==> src/rtl/store_buffer_pkg.sv <==
// Shared types and constants for the write-through store buffer between the
// two-way data cache and data_mem.
package store_buffer_pkg;

   localparam int SB_ADDR_WIDTH = 32;
   localparam int SB_DATA_WIDTH = 32;
   localparam int BE_WIDTH      = SB_DATA_WIDTH / 8;

   // Cache-side AddrMode code for stores; the integrating logic decodes it into st_be.
   typedef enum logic [2:0] {
      ADDR_MODE_STORE = 3'b111
   } addr_mode_t;

   typedef struct packed {
      logic [SB_ADDR_WIDTH-3:0] word;
      logic [SB_DATA_WIDTH-1:0] data;
      logic [BE_WIDTH-1:0]      be;
   } sb_entry_t;

endpackage

==> src/rtl/store_buffer_fwd.sv <==
// Per-byte-lane youngest-match selector. It forwards pending store bytes to a
// load in the same cycle.
module store_buffer_fwd
   import store_buffer_pkg::*;
#(
   parameter int ADDR_WIDTH = SB_ADDR_WIDTH,
   parameter int DATA_WIDTH = SB_DATA_WIDTH,
   parameter int DEPTH      = 4
) (
   input  logic [ADDR_WIDTH-3:0]          word [DEPTH],
   input  logic [DATA_WIDTH-1:0]          data [DEPTH],
   input  logic [DATA_WIDTH/8-1:0]        be   [DEPTH],
   input  logic [$clog2(DEPTH)-1:0]       head,
   input  logic [$clog2(DEPTH+1)-1:0]     count,
   input  logic [ADDR_WIDTH-1:0]          ld_addr,
   output logic [DATA_WIDTH/8-1:0]        fwd_be,
   output logic [DATA_WIDTH-1:0]          fwd_data
);

   localparam int PW  = $clog2(DEPTH);
   localparam int CW  = $clog2(DEPTH+1);
   localparam int BEW = DATA_WIDTH / 8;

   logic [ADDR_WIDTH-3:0] ld_word;
   logic [PW-1:0]         idx;
   logic                  unused_ld_lsb;

   assign ld_word       = ld_addr[ADDR_WIDTH-1:2];
   assign unused_ld_lsb = ^ld_addr[1:0];

   // Walk oldest to youngest so a younger matching byte overwrites an older one.
   always_comb begin
      fwd_be   = '0;
      fwd_data = '0;
      idx      = '0;
      for (int i = 0; i < DEPTH; i++) begin
         idx = head + PW'(i);
         if ((CW'(i) < count) && (word[idx] == ld_word)) begin
            for (int b = 0; b < BEW; b++) begin
               if (be[idx][b]) begin
                  fwd_be[b]          = 1'b1;
                  fwd_data[8*b +: 8] = data[idx][8*b +: 8];
               end
            end
         end
      end
   end

endmodule

==> src/rtl/store_buffer.sv <==
// Write-through store buffer: a circular FIFO of byte-enabled stores. It merges
// a store into the youngest entry when that entry is not the head, and drains
// one entry per memory handshake.
module store_buffer
   import store_buffer_pkg::*;
#(
   parameter int ADDR_WIDTH = SB_ADDR_WIDTH,
   parameter int DATA_WIDTH = SB_DATA_WIDTH,
   parameter int DEPTH      = 4
) (
   input  logic                         clk,
   input  logic                         rst_n,
   input  logic                         st_valid,
   output logic                         st_ready,
   input  logic [ADDR_WIDTH-1:0]        st_addr,
   input  logic [DATA_WIDTH-1:0]        st_data,
   input  logic [DATA_WIDTH/8-1:0]      st_be,
   input  logic [ADDR_WIDTH-1:0]        ld_addr,
   output logic [DATA_WIDTH/8-1:0]      fwd_be,
   output logic [DATA_WIDTH-1:0]        fwd_data,
   output logic                         fwd_hit,
   output logic                         mem_valid,
   input  logic                         mem_ready,
   output logic [ADDR_WIDTH-1:0]        mem_addr,
   output logic [DATA_WIDTH-1:0]        mem_data,
   output logic [DATA_WIDTH/8-1:0]      mem_be,
   output logic [$clog2(DEPTH+1)-1:0]   count,
   output logic                         empty,
   output logic [31:0]                  merge_count
);

   localparam int PW  = $clog2(DEPTH);
   localparam int CW  = $clog2(DEPTH+1);
   localparam int BEW = DATA_WIDTH / 8;

   logic [ADDR_WIDTH-3:0] word_q [DEPTH];
   logic [DATA_WIDTH-1:0] data_q [DEPTH];
   logic [BEW-1:0]        be_q   [DEPTH];
   logic [PW-1:0]         head_q, tail_q, last_idx;
   logic [CW-1:0]         count_q;
   logic [31:0]           merge_count_q;
   logic                  merge, enq, deq;
   logic                  unused_st_lsb;

   assign unused_st_lsb = ^st_addr[1:0];

   // Only the youngest entry is a merge target, and only when it is not the
   // head, because the head may already be on the memory bus.
   assign last_idx = tail_q - PW'(1);
   assign merge    = st_valid && (count_q >= CW'(2))
                     && (st_addr[ADDR_WIDTH-1:2] == word_q[last_idx]);
   assign st_ready = (count_q < CW'(DEPTH)) || merge;
   assign enq      = st_valid && st_ready && !merge;
   assign deq      = mem_valid && mem_ready;

   always_ff @(posedge clk or negedge rst_n) begin
      if (!rst_n) begin
         for (int i = 0; i < DEPTH; i++) begin
            word_q[i] <= '0;
            data_q[i] <= '0;
            be_q[i]   <= '0;
         end
      end else if (merge) begin
         for (int b = 0; b < BEW; b++) begin
            if (st_be[b]) data_q[last_idx][8*b +: 8] <= st_data[8*b +: 8];
         end
         be_q[last_idx] <= be_q[last_idx] | st_be;
      end else if (enq) begin
         word_q[tail_q] <= st_addr[ADDR_WIDTH-1:2];
         data_q[tail_q] <= st_data;
         be_q[tail_q]   <= st_be;
      end
   end

   always_ff @(posedge clk or negedge rst_n) begin
      if (!rst_n) begin
         head_q        <= '0;
         tail_q        <= '0;
         count_q       <= '0;
         merge_count_q <= '0;
      end else begin
         if (enq) tail_q <= tail_q + PW'(1);
         if (deq) head_q <= head_q + PW'(1);
         case ({enq, deq})
            2'b10:   count_q <= count_q + CW'(1);
            2'b01:   count_q <= count_q - CW'(1);
            default: count_q <= count_q;
         endcase
         if (merge) merge_count_q <= merge_count_q + 32'd1;
      end
   end

   assign count       = count_q;
   assign empty       = (count_q == '0);
   assign mem_valid   = !empty;
   assign mem_addr    = {word_q[head_q], 2'b00};
   assign mem_data    = data_q[head_q];
   assign mem_be      = be_q[head_q];
   assign merge_count = merge_count_q;
   assign fwd_hit     = |fwd_be;

   store_buffer_fwd #(
      .ADDR_WIDTH (ADDR_WIDTH),
      .DATA_WIDTH (DATA_WIDTH),
      .DEPTH      (DEPTH)
   ) u_fwd (
      .word     (word_q),
      .data     (data_q),
      .be       (be_q),
      .head     (head_q),
      .count    (count_q),
      .ld_addr  (ld_addr),
      .fwd_be   (fwd_be),
      .fwd_data (fwd_data)
   );

endmodule

==> config.mk <==
export PLATFORM = sky130hd
export DESIGN_NAME = store_buffer
export DESIGN_NICKNAME = d
export VERILOG_FILES = /design/src/rtl/store_buffer_pkg.sv /design/src/rtl/store_buffer_fwd.sv /design/src/rtl/store_buffer.sv
export SDC_FILE = /design/constraint.sdc
export NUM_CORES = 1
export LEC_CHECK = 0
export BUFFER_PORTS_ARGS = -buffer_cell sky130_fd_sc_hd__buf_4
export CAP_MARGIN = 20
export CORE_MARGIN = 2
export CORE_UTILIZATION = 60
export DETAILED_ROUTE_END_ITERATION = 7
export GPL_TIMING_DRIVEN = 0
export PLACE_DENSITY = 0.92
export SLEW_MARGIN = 0
export SYNTH_ARGS = -nofsm -noshare
export SYNTH_HDL_FRONTEND = slang
export SYNTH_HIERARCHICAL = 1
export SYNTH_SLANG_ARGS = --single-unit
==> constraint.sdc <==
create_clock -name clk -period 5.8 [get_ports clk]
set_clock_uncertainty 0.05 [all_clocks]
set_input_delay 1.16 -clock clk [delete_from_list [all_inputs] [get_ports clk]]
set_output_delay 1.16 -clock clk [all_outputs]
set_load 0.05 [all_outputs]
==> metrics, run 1 <==
crit start category register; final instance area 29,800 µm²; grt met3 use 15.4%; Max H-tree Level 2; GRT overflow 0; port buffer count between 200 and 250; total leakage power 12.3 nW; final worst path period share 101%; Hold Buf Count CTS 0; worst min path class register to register; PD cells 756 nW/µm²; final worst slack -0.0498 ns; worst r2r src tail_q[0]; compound-gate portion of the synthesized area ~10%; share of cells above drive strength 1 46.5%; crit path DAT 4.64 ns; largest net degree at the start of global routing 131; post-synthesis adder-cell area fraction 0.388%; I/O pins 247; Final Net Count between 2k and 2.5k; Synth Area in Simple Gates 8.05%; crit end category output port; Area growth, synth to finish 21.7%; FFs w/ async S/R, synth 100%; GPL Wtd Cong ~1.1; Post-synth EDFFs 0; post-placement cell count 2,843; die area 42,500 µm²; final setup fails 10; largest cells by area after synthesis dfrtp_1, mux2_2, mux4_2; critical-path cell list buf_12 -> buf_12 -> buf_12 -> buf_16 -> mux2i_4 -> o211ai_1 -> o41ai_4 -> o2111ai_4 -> buf_6 -> buf_2 -> nor4b_1 -> a31oi_1 -> mux2i_1 -> a2bb2oi_1 -> buf_4; Clock Pin Slew Worst Setup and Hold Paths 0.06 ns; core area 40,600 µm²; Crit path depth 15; origin of the worst setup path head_q[1]; Critical Path RT 4.59 ns; DR WL/cell 35.8 µm; vias in the first global route 22.0k; Die H 206 µm; RSZ-0062 raised after global routing yes; antenna violations before repair 6; number of synthesis warnings 6; met2 Track Usage GR 71.9%; Seq/Total Area, Yosys 31.0%; cell at the slowest stage of the critical path o41ai_4; DR vias 22.5k; cell mode on critical path buf_12; number of DRC markers in iteration 0 3,463; Max Freq roughly 0.17 GHz; Most Crowded Layer GR met2; clk buf depth 3; ys flop type dfrtp_1; Netlist Area Pre-Place 24,500 µm²; Worst Path Buf+Inv 7; crit-path max cell delay 0.53 ns; Final Max Slew Viols 0; Placed Area 27,000 µm²; CP Class register to output port; GR Util met1 64.7%; hpwl dp 76.8 mm; failing checks negative setup slack; Reg2Reg Depth 17; R2R Setup Slk roughly 0.27 ns; CTS Buf Count 36; syn_area_per_cell ~12 µm²; Slew headroom 16.5%; CTS tree done; WL final 105 mm; Final Hold Viols 0; std cell rows 74; most frequent cells in the layout dfrtp_1, mux2_2, buf_4; Core Util, Final about three quarters; Critical Path Sink fwd_data[26]; outcome complete, but fails checks; maximum net fanout on the critical path 10; r2r endpoint data_q[122]; global-route wire length before repair 150 mm; cells after synthesis 2,086; cell taking the most area after synthesis dfrtp_1; drt via density 7.67; Worst-Margin Slew 1.25 ns; Starting Density 60.4%; root buffer cell clkbuf_16; leading cell type in the layout, fill and taps excluded dfrtp_1; XOR/XNOR Fraction of Synth Area roughly 6.2%; TritonRoute pass-1 iters 8; Total GRT Usage 48.6%; Yosys top cell area share 31.0%; min Tclk post-route 5.85 ns; Final ANT Viol Nets 0; Clock Latency Late Sink 0.57 ns; clk sink count approximately 300; register bit total from synthesis 303; largest family of logic cells by synthesized area multiplexers; Final Non-Filler Cells 2,933; Layout fillers 2,556; number of max-cap violations 0; number of distinct library cells after synthesis 84; cell family with most CP delay buffers and inverters; # DRC 0; maximum vdd drop 0.642 mV; mux share of post-synthesis cell area 39.0%; Die X roughly 210 µm
-- cells by family (layout without fill, tap and decap cells) --
family / Yosys count / count (layout)
AO/OA/AOI/OAI: 321 / 321
buffers and inverters: 224 / 536
AND/OR/NAND/NOR: 336 / 336
XOR/XNOR: 174 / 174
multiplexers: 720 / 720
adder cells (fa/ha/maj): 7 / 7
flip-flops: 303 / 303
other: 1 / 4
-- cell usage after synthesis, types with 5 or more instances --
| master | count |
|---|---|
| dfrtp_1 | 303 |
| mux2_2 | 283 |
| mux2i_1 | 216 |
| mux4_2 | 121 |
| xnor2_1 | 110 |
| mux2_4 | 96 |
| clkbuf_1 | 74 |
| a31oi_1 | 65 |
| xor2_1 | 64 |
| buf_2 | 59 |
| nand2_1 | 58 |
| nor3_1 | 49 |
| nor2_1 | 48 |
| o221ai_1 | 45 |
| nor4b_1 | 43 |
| buf_6 | 33 |
| inv_1 | 25 |
| nand4_1 | 24 |
| nor4_1 | 23 |
| a221oi_1 | 22 |
| nand3_1 | 21 |
| a211oi_1 | 18 |
| a21o_1 | 18 |
| o21ai_0 | 18 |
| a2bb2oi_1 | 17 |
| buf_4 | 16 |
| or3_1 | 16 |
| a21oi_1 | 15 |
| o22a_1 | 15 |
| a22oi_1 | 14 |
| buf_1 | 14 |
| o2111ai_1 | 12 |
| a211o_1 | 6 |
| and2_1 | 6 |
| and3_1 | 6 |
| ha_1 | 6 |
| o211ai_1 | 6 |
| o22ai_1 | 6 |
| and4_1 | 5 |
| o31ai_1 | 5 |
| or2_2 | 5 |
-- how the worst min path moves through the flow --
stage | start | to | slack (ns) | cells after the start
3_5_place_dp | merge_count[31] | merge_count[31] | 0.41 | 1
4_1_cts | merge_count[31] | merge_count[31] | 0.42 | 1
6_report | merge_count[31] | merge_count[31] | 0.42 | 1
5_1_grt | merge_count[9] | merge_count[9] | 0.45 | 1
2_1_floorplan | data_q[40] | data_q[40] | 0.46 | 1
3_3_place_gp | merge_count[31] | merge_count[31] | 0.41 | 1
-- cell type report --
type	count	area [µm²]	share of cell area (%)
diodes	2	5.00	0.0168
plain buffers	194	1370	4.58
clock buffers	52	1040	3.50
clock inverters	9	83.8	0.281
inverters	27	108	0.361
multi-input cells	1560	16900	56.5
flip-flops and latches	303	7580	25.4
well taps	532	666	2.23
repair buffers	254	2110	7.07
-- routing by layer --
| metal | part of all wire (%) | wire length (µm) | vias up |
|---|---|---|---|
| met5 | 0.012 | 13 | - |
| met4 | 6.7 | 6980 | 2 |
| met3 | 15 | 15400 | 555 |
| met2 | 42 | 44600 | 2071 |
| met1 | 36 | 38000 | 11200 |
| li1 | - | - | 8701 |
-- what timing repair did --
action,4_1_cts,5_1_grt
pin swaps,26,24
setup endpoints to repair,220,34
buffers inserted,17,10
resized for setup,173,137
hold endpoints to repair,0,0
gates cloned,0,1
-- registers in the layout, indices dropped and copies added (netlist names) --
signal,flops
be_q,16
data_q,128
head_q,2
merge_count,32
word_q,120
tail_q,2
count,3
-- report_power, final --
| part | switching (mW) | internal [mW] |
|---|---|---|
| Sequential | 1.66 | 3.08 |
| Combinational | 8.98 | 6.58 |
| Clock | 0.949 | 1.29 |
| Total | 11.6 | 10.9 |
-- stage by stage --
step                total power [mW]  worst slack, ns  hold WS (ns)  TNS [ns]
floorplan                       13.8            0.222         0.462         0
global placement                17.9           -0.720         0.412    -27.99
finish                          22.5          -0.0498         0.419    -0.338
global route                    23.0          -0.0564         0.449    -0.549
detailed placement              18.4           -0.724         0.414    -34.15
CTS                             21.4         -0.00203         0.422  -0.00203
(Power assumes the default switching activity.)
==> run 2: changes to the inputs <==
--- a/config.mk
+++ b/config.mk
@@ -12,6 +12,7 @@
 export DETAILED_ROUTE_END_ITERATION = 7
 export GPL_TIMING_DRIVEN = 0
 export PLACE_DENSITY = 0.92
+export SKIP_LAST_GASP = 1
 export SLEW_MARGIN = 0
 export SYNTH_ARGS = -nofsm -noshare
 export SYNTH_HDL_FRONTEND = slang
==> constraint.sdc (replaced) <==
create_clock -name clk -period 6.6 [get_ports clk]
set_clock_uncertainty 0.05 [all_clocks]
set_input_delay 1.32 -clock clk [delete_from_list [all_inputs] [get_ports clk]]
set_output_delay 1.32 -clock clk [all_outputs]
set_load 0.05 [all_outputs]
==> run 2 against run 1 <==
Compared with the run above: clock-buffer cell count unchanged; via count decreased by 2.1%; critical endpoint is now st_ready; critical path depth decreased by 1; largest power group unchanged; global-route usage decreased by 0.59 points; setup slack improved by 0.016 ns; non-clock buffer count decreased by 18; register-to-register slack improved by 0.33 ns; cell area decreased by 4.6%; the flow still finishes with violations (negative setup slack); clock power decreased by 12%; die area unchanged; flip-flop and latch count unchanged; utilization decreased by 3.4 points.
==> metrics, run 2 (synthesis gave the netlist of run 1 again) <==
Final Net Count 2,469; Max H-tree Level 2; share of cells above drive strength 1 40.4%; root buffer cell clkbuf_16; Critical Path RT 5.23 ns; Hold Crit Start merge_count[31]; worst r2r src tail_q[0]; Reg2Reg Depth 17; clk buf depth 3; vias in the first global route 21.7k; CTS tree done; Largest register FFs 128; failing checks negative setup slack; Final Max Slew Viols 0; number of DRC markers in iteration 0 3,483; Int Pwr just over 9 mW; final setup fails 4; switching fraction of total power 51.5%; DR WL/cell 35.4 µm; Design Power 18.9 mW; register share of total power about 22%; global-route wire length before repair 148 mm; Switching Power 9.75 mW; hold endpoint merge_count[31]; pre-CTS setup slack -0.244 ns; Final Hold Viols 0; final worst path period share 101%; Placed Area 27,000 µm²; Area growth, synth to finish 16.0%; PD cells 666 nW/µm²; drt via density 7.56; # DRC 0; Biggest register data_q; CTS Buf Count 36; Max Freq 0.151 GHz; hpwl dp 76.8 mm; TritonRoute pass-1 iters 7; min Tclk post-route about 6.6 ns; leading cell type in the layout, fill and taps excluded dfrtp_1; hold slack 0.419 ns; outcome complete, but fails checks; I/O pins 247; Clock Latency Late Sink 0.57 ns; GPL Wtd Cong approximately 1.1; number of max-cap violations 0; die area approximately 42,000 µm²; largest net degree at the start of global routing 131; RSZ-0062 raised after global routing yes; r2r endpoint data_q[122]; maximum net fanout on the critical path 10; Total GRT Usage 48.0%; post-placement cell count approximately 2.8k; Final ANT Viol Nets 0; Clock Pin Slew Worst Setup and Hold Paths 0.06 ns; Final Non-Filler Cells 2,914; total leakage power 12.0 nW; clock power share 10.4%; worst min path class register to register; Hold Buf Count CTS 0; port buffer count roughly 210; Comb pwr share 67.9%; WL final 103 mm; crit end category output port; antenna violations before repair 3; DR vias ~22k; most frequent cells in the layout dfrtp_1, mux2_2, buf_4; clk sink count 303; core area 40,600 µm²; crit path DAT roughly 5.3 ns; final instance area roughly 28,000 µm²; Die H between 200 and 250 µm; CP Class register to output port; Slew headroom between 10% and 20%; hold depth 1; Worst-Margin Slew roughly 1.3 ns; R2R Setup Slk 0.60 ns; final worst slack -0.0338 ns; GRT overflow 0; std cell rows 74; Starting Density about three fifths; Die X 206 µm; maximum vdd drop 0.559 mV; crit start category register
run 2: changes by cell type in the layout (fill, tap and decap cells not counted), moves of 8 or more:
cell      previous run  this run
buf_2               47        58
clkbuf_1            60        78
mux2i_4             11         0
nor4b_2             23         0
mux2i_1            176       208
mux2i_2             30         9
buf_8               21         9
xnor2_1             91       102
buf_4              251       236
buf_12               9         1
nor4b_1             19        43
run 2: layout make-up:
class	instances	area [µm²]
Clock inverter	9	83.8
Tap cell	532	666
Timing Repair Buffer	234	1880
Multi-Input combinational cell	1560	15900
Sequential cell	303	7580
Antenna cell	1	2.50
Buffer	196	1150
Inverter	27	103
Fill cell	2750	12100
Clock buffer	52	1040
run 2: how the worst max path moves through the flow:
stage	end	depth (start not counted)	slack, ns	from
after floorplan	fwd_data[16]	10	0.70	ld_addr[25]
after global placement	fwd_data[8]	11	-0.24	ld_addr[9]
after detailed placement	fwd_data[30]	11	-0.24	ld_addr[23]
after CTS	fwd_data[30]	12	0.002	head_q[0]
after global routing	fwd_data[13]	16	-0.01	head_q[1]
final	st_ready	14	-0.03	tail_q[0]
run 2: stage by stage:
stage / TNS, ns / util (%)
after global routing: -0.0131 / 70.1
after detailed placement: -1.62 / 66.5
after floorplan: 0 / -
after CTS: 0 / 69.5
after global placement: -3.18 / 66.0
final: -0.0494 / 70.1
run 2: per-layer routing:
layer / vias to the layer above / share of wire, % / track usage (%)
met2: 1936 / 43 / 70.9
met5: - / 0.017 / 0
met3: 437 / 14 / 15.2
li1: 8669 / - / -
met4: 2 / 5.9 / 23.1
met1: 11000 / 37 / 64.0
run 2: power groups by stage:
stage | clock network (mW) | logic [mW] | registers, mW
2_1_floorplan | 0 | 8.67 | 3.46
3_3_place_gp | 0 | 11.9 | 3.84
3_5_place_dp | 0 | 12.2 | 3.97
4_1_cts | 1.97 | 12.3 | 3.97
5_1_grt | 2.03 | 13.1 | 4.16
6_report | 1.97 | 12.8 | 4.10
run 2: what timing repair did:
| item | in CTS | in global routing |
|---|---|---|
| pin swaps | 4 | 4 |
| setup buffers | 4 | 5 |
| resized for setup | 14 | 45 |
| endpoints found under the setup margin | 35 | 34 |
run 2: worst max-delay path: stages (launching register included):
cell	delay, ns
dfrtp_1	0.40
buf_6	0.26
buf_4	0.34
clkinv_1	0.41
ha_1	0.43
buf_2	0.32
clkbuf_4	0.40
mux4_2	0.37
xnor2_1	0.49
nand2_1	0.12
nor3b_1	0.23
and4b_1	0.21
nand4b_1	0.31
nand2_1	0.17
buf_4	0.21
